**src/rtl/alu_ctrl_mc.sv**
```systemverilog
// alu_ctrl_mc: ALU control decode plus a multi-cycle multiply/divide sequencer with HI/LO interlock.
// Ports:
//   clk, rst_n           clock and asynchronous active-low reset
//   issue, flush         instruction valid this cycle, abort any multiply/divide sequence
//   funct[5:0]           R-type function field
//   ALUOp[2:0]           main-control ALU class (110 selects R-type decode)
//   OP[3:0], JR, shamt   combinational ALU select, jump-register flag, shift-amount-source flag
//   stall                hold the issuing stage (MD/HILO op presented while a sequence runs)
//   md_start, md_op[1:0] launch pulse and registered funct[1:0] of the accepted op
//   hilo_we, md_busy     HI/LO write-enable pulse, sequence in progress
module alu_ctrl_mc #(
    parameter int MUL_CYCLES = 32,
    parameter int DIV_CYCLES = 32
) (
    input  logic       clk,
    input  logic       rst_n,
    input  logic       issue,
    input  logic       flush,
    input  logic [5:0] funct,
    input  logic [2:0] ALUOp,
    output logic [3:0] OP,
    output logic       JR,
    output logic       shamt,
    output logic       stall,
    output logic       md_start,
    output logic [1:0] md_op,
    output logic       hilo_we,
    output logic       md_busy
);
    localparam int MAXC = (MUL_CYCLES > DIV_CYCLES) ? MUL_CYCLES : DIV_CYCLES;
    localparam int CW = $clog2(MAXC);
    // Loading N-2 accounts for the accept edge and the DONE cycle, giving N cycles accept-to-hilo_we.
    localparam logic [CW-1:0] MUL_LD = CW'(MUL_CYCLES - 2);
    localparam logic [CW-1:0] DIV_LD = CW'(DIV_CYCLES - 2);

    typedef enum logic [1:0] {IDLE, BUSY, DONE} state_t;

    state_t          r_state, w_next;
    logic [CW-1:0]   r_cnt, w_cnt;
    logic            r_start;
    logic [1:0]      r_md_op;
    logic            w_rtype, w_md, w_hilo, w_accept;
    logic [3:0]      w_rdec;

    assign w_rtype  = ALUOp == 3'b110;
    assign w_md     = issue && w_rtype && funct[5:2] == 4'b0110;
    assign w_hilo   = issue && w_rtype && funct[5:2] == 4'b0100;
    assign w_accept = r_state == IDLE && w_md && !flush;

    always_comb begin
        case (funct)
            6'b100000: w_rdec = 4'b0000;
            6'b100010: w_rdec = 4'b0001;
            6'b100100: w_rdec = 4'b0011;
            6'b100111: w_rdec = 4'b0100;
            6'b100101: w_rdec = 4'b0101;
            6'b100110: w_rdec = 4'b0110;
            6'b000000: w_rdec = 4'b0111;
            6'b000100: w_rdec = 4'b1000;
            6'b000010: w_rdec = 4'b1001;
            6'b000110: w_rdec = 4'b1010;
            6'b000011: w_rdec = 4'b1100;
            6'b000111: w_rdec = 4'b1101;
            6'b101010: w_rdec = 4'b1110;
            6'b101011: w_rdec = 4'b1111;
            default:   w_rdec = 4'b0000;
        endcase
    end

    always_comb begin
        case (ALUOp)
            3'b000:  OP = 4'b0000;
            3'b001:  OP = 4'b0001;
            3'b010:  OP = 4'b0011;
            3'b011:  OP = 4'b0101;
            3'b100:  OP = 4'b0110;
            3'b101:  OP = 4'b1110;
            3'b111:  OP = 4'b1111;
            default: OP = w_rdec;
        endcase
    end

    assign JR       = w_rtype && funct == 6'b001000;
    assign shamt    = w_rtype && (funct == 6'b000000 || funct == 6'b000010 || funct == 6'b000011);
    assign stall    = r_state != IDLE && (w_md || w_hilo);
    assign md_busy  = r_state != IDLE;
    // Flush wins over any pulse due this cycle, including the DONE write.
    assign md_start = r_start && !flush;
    assign hilo_we  = r_state == DONE && !flush;
    assign md_op    = r_md_op;

    always_comb begin
        w_next = r_state;
        w_cnt  = r_cnt;
        if (flush) begin
            w_next = IDLE;
            w_cnt  = '0;
        end else begin
            case (r_state)
                IDLE: if (w_md) begin
                    w_next = BUSY;
                    w_cnt  = funct[1] ? DIV_LD : MUL_LD;
                end
                BUSY: if (r_cnt == '0) w_next = DONE;
                      else w_cnt = r_cnt - 1'b1;
                default: w_next = IDLE;
            endcase
        end
    end

    always_ff @(posedge clk or negedge rst_n) begin
        if (!rst_n) begin
            r_state <= IDLE;
            r_cnt   <= '0;
            r_start <= 1'b0;
            r_md_op <= 2'b00;
        end else begin
            r_state <= w_next;
            r_cnt   <= w_cnt;
            r_start <= w_accept;
            if (w_accept) r_md_op <= funct[1:0];
        end
    end
endmodule

```
**config.mk**
```make
export PLATFORM = sky130hd
export DESIGN_NAME = alu_ctrl_mc
export DESIGN_NICKNAME = d
export VERILOG_FILES = /design/src/rtl/alu_ctrl_mc.sv
export SDC_FILE = /design/constraint.sdc
export NUM_CORES = 1
export LEC_CHECK = 0
export BUFFER_PORTS_ARGS = -buffer_cell sky130_fd_sc_hd__buf_2
export CORE_MARGIN = 5
export CORE_UTILIZATION = 55
export DETAILED_ROUTE_END_ITERATION = 12
export PLACE_DENSITY = 0.82
export SLEW_MARGIN = 20
export SYNTH_ARGS = -nofsm -noshare
export SYNTH_HDL_FRONTEND = slang
export SYNTH_SLANG_ARGS = --single-unit
```
**constraint.sdc**
```tcl
create_clock -name clk -period 4.4 [get_ports clk]
set_clock_uncertainty 0.05 [all_clocks]
set_input_delay 0 -clock clk [delete_from_list [all_inputs] [get_ports clk]]
set_output_delay 0 -clock clk [all_outputs]
set_load 0.02 [all_outputs]
```
==> results.sh <==
export IMPL_post_cts_buffers=0
export IMPL_drt_wl_total_mm=2.19
export IMPL_die_area_um2=2650
export IMPL_slew_headroom_pct=68.7
export IMPL_rows=15
export IMPL_grt_pass1_vias=879
export IMPL_drt_first_pass_iters=4
export IMPL_finalNonFillerCells=148
export IMPL_critPathMaxStageDelay_ns=0.54
export IMPL_fin_crit_sh_pct=48.4
export IMPL_placedCellCount=141
export IMPL_r2r_start="r_cnt[0]"
export IMPL_timing_hold_ws_ns=0.0169
export IMPL_global_route_usage_total_pct=19.1
export IMPL_clock_sinks=10
export IMPL_ys_top_cells_by_area="dfrtp_1 (26%), ha_1 (7.9%), a221oi_2 (4.8%)"
export IMPL_synth_ff_type="dfrtp_1"
export IMPL_cp_max_fo=7
export IMPL_worstSetupPathType="primary input to output port"
export IMPL_drv_slew=0
export IMPL_holdCritStartpoint="flush"
export IMPL_synth_area_um2=945
export IMPL_clk_latency_ns=0.28
export IMPL_final_setup_tns_ns=0
export IMPL_grt_max_degree=14
export IMPL_synth_seq_cells=10
export IMPL_hold_violations=0
export IMPL_worstPathCellList="dlygate4sd3_1, buf_2, inv_1, ha_1, a21oi_1, or4b_1, o311a_1, a21oi_1, buf_2"
export IMPL_die_w_um=51.4
export IMPL_port_buffers=24
export IMPL_final_common_cell="buf_2"
export IMPL_drc=0
export IMPL_start_util_pct=56.6
export IMPL_end_kind="output port"
export IMPL_cp_arrival_ns=2.08
export IMPL_yosysUniqueCellTypes=44
export IMPL_dpl_hpwl_mm=1.73
export IMPL_drv_cap=0
export IMPL_vias=917
export IMPL_min_path_type="primary input to flip-flop"
export IMPL_drt_iter0_drc=12
export IMPL_cts_buffers=3
export IMPL_period_needed_ns=2.13
export IMPL_yosys_area_top_type_share_pct=26.5
export IMPL_holdBufCountCts=3
export IMPL_wl_per_cell_um=14.8
export IMPL_yosysWarnings=0
export IMPL_clk_root_buffer_cell="clkbuf_4"
export IMPL_syn_inst=105
export IMPL_final_nets=151
export IMPL_cp_slowest_cell="dlygate4sd3_1"
export IMPL_cp_startpoint="funct[1]"
export IMPL_required_ns=4.35
export IMPL_area_growth_pct=18.9
export IMPL_synthArstFlopShare_pct=100
export IMPL_yosysTopAreaCell="dfrtp_1"
export IMPL_synth_edff_count=0
export IMPL_cts_path_max_buffers=2
export IMPL_cts_tree="built"
export IMPL_antenna_found_initial=0
export IMPL_vdd_drop_max_mv=0.153
export IMPL_globalplace_congestion=0.792
export IMPL_path_clk_slew_ns=0.07
export IMPL_die_height_um=51.4
export IMPL_final_util_pct=67.3
export IMPL_final_cell_mix="buf_2 (24), dfrtp_1 (10), inv_1 (9)"
export IMPL_diodes=0
export IMPL_avgSynthCellArea_um2=9.00
export IMPL_ant_nets=0
export IMPL_ctsResizeCount=0
export IMPL_timing_fmax_mhz=470
export IMPL_grt_pass1_wl_mm=3.80
export IMPL_io_pin_count=25
export IMPL_cpLargestDelayFamily="buffers and inverters"
export IMPL_power_density_nw_per_um2=206
export IMPL_setup_viol=0
export IMPL_status="finished clean"
export IMPL_yosysSeqAreaShare_pct=26.5
export IMPL_power_uw=231
export IMPL_synth_fp_nets=124
export IMPL_cts_max_level=1
export IMPL_coreArea_um2=1670
export IMPL_overflow=0
export IMPL_tightest_slew_ns=0.468
export IMPL_cp_start_kind="primary input"
export IMPL_leakage_nw=0.520
export IMPL_rsz0062_at_grt="false"
export IMPL_drive_above_1_share_pct=29.8
export IMPL_vias_per_cell=6.20
export IMPL_cp_buffers_inverters=4
## synth_stat cells (2+ instances only)
cell      instances
a21oi_1           6
a221oi_2          3
a31oi_1           3
and3_1            2
buf_2             2
dfrtp_1          10
ha_1              6
inv_1             9
mux2_1            2
nand2_1           3
nand2_2           2
nand2b_1          4
nor2_1            8
nor2b_1           6
nor3_1            5
nor3b_1           3
nor4_1            2
o21ai_1           2
o311a_1           2
## layer usage
layer | GRT usage, % | part of all wire [%]
met1 | 22.1 | 40
met2 | 32.8 | 53
met3 | 5.83 | 5.4
met4 | 6.55 | 0.64
met5 | 0 | 0
## path summary, 6_finish.rpt
path / cells after the start / slack, ns / endpoint
worst max-delay path: 9 / 2.27 / OP[1]
worst min-delay path: 2 / 0.02 / r_cnt[4]
worst max register to register: 6 / 2.69 / r_cnt[3]
worst min register to register: 1 / 0.44 / md_op[1]
max in group asynchronous: 2 / 4.05 / md_op[0]
min in group asynchronous: 2 / 0.05 / r_cnt[4]
## per-stage QoR
stage | cell area, µm² | worst slack, ns
after detailed placement | 1060 | 2.70
after floorplan | 945 | 2.88
final | 1120 | 2.27
after global placement | 1060 | 2.84
after CTS | 1120 | 2.29
after global routing | 1120 | 2.15
## cell type report
| cell class | instances | area [µm²] |
|---|---|---|
| timing repair buffer | 27 | 150 |
| clock buffer | 4 | 36.3 |
| inverter | 10 | 37.5 |
| multi-input combinational | 80 | 628 |
| fill | 155 | 547 |
| sequential | 10 | 250 |
| tap | 17 | 21.3 |
## logic make-up (layout without fill, tap and decap cells)
logic type,after synthesis,after routing,share of synthesized area [%]
buffers and inverters,15,41,7.02
multiplexers,2,2,2.38
AND/OR/NAND/NOR,46,46,33.5
adder cells (fa/ha/maj),6,6,7.95
AO/OA/AOI/OAI,26,26,22.6
flip-flops,10,10,26.5
## state kept, by name, summed over array words and instances, names as in the netlist
name,flops
md_op,2
r_start,1
r_state,2
r_cnt,5
## where the power goes
group	internal (mW)	total (mW)	switching, mW
clock	0.0503	0.0864	0.0360
combinational	0.0201	0.0513	0.0312
sequential	0.0929	0.0936	0.000690
Note: power is estimated with default switching activity, not from simulation.
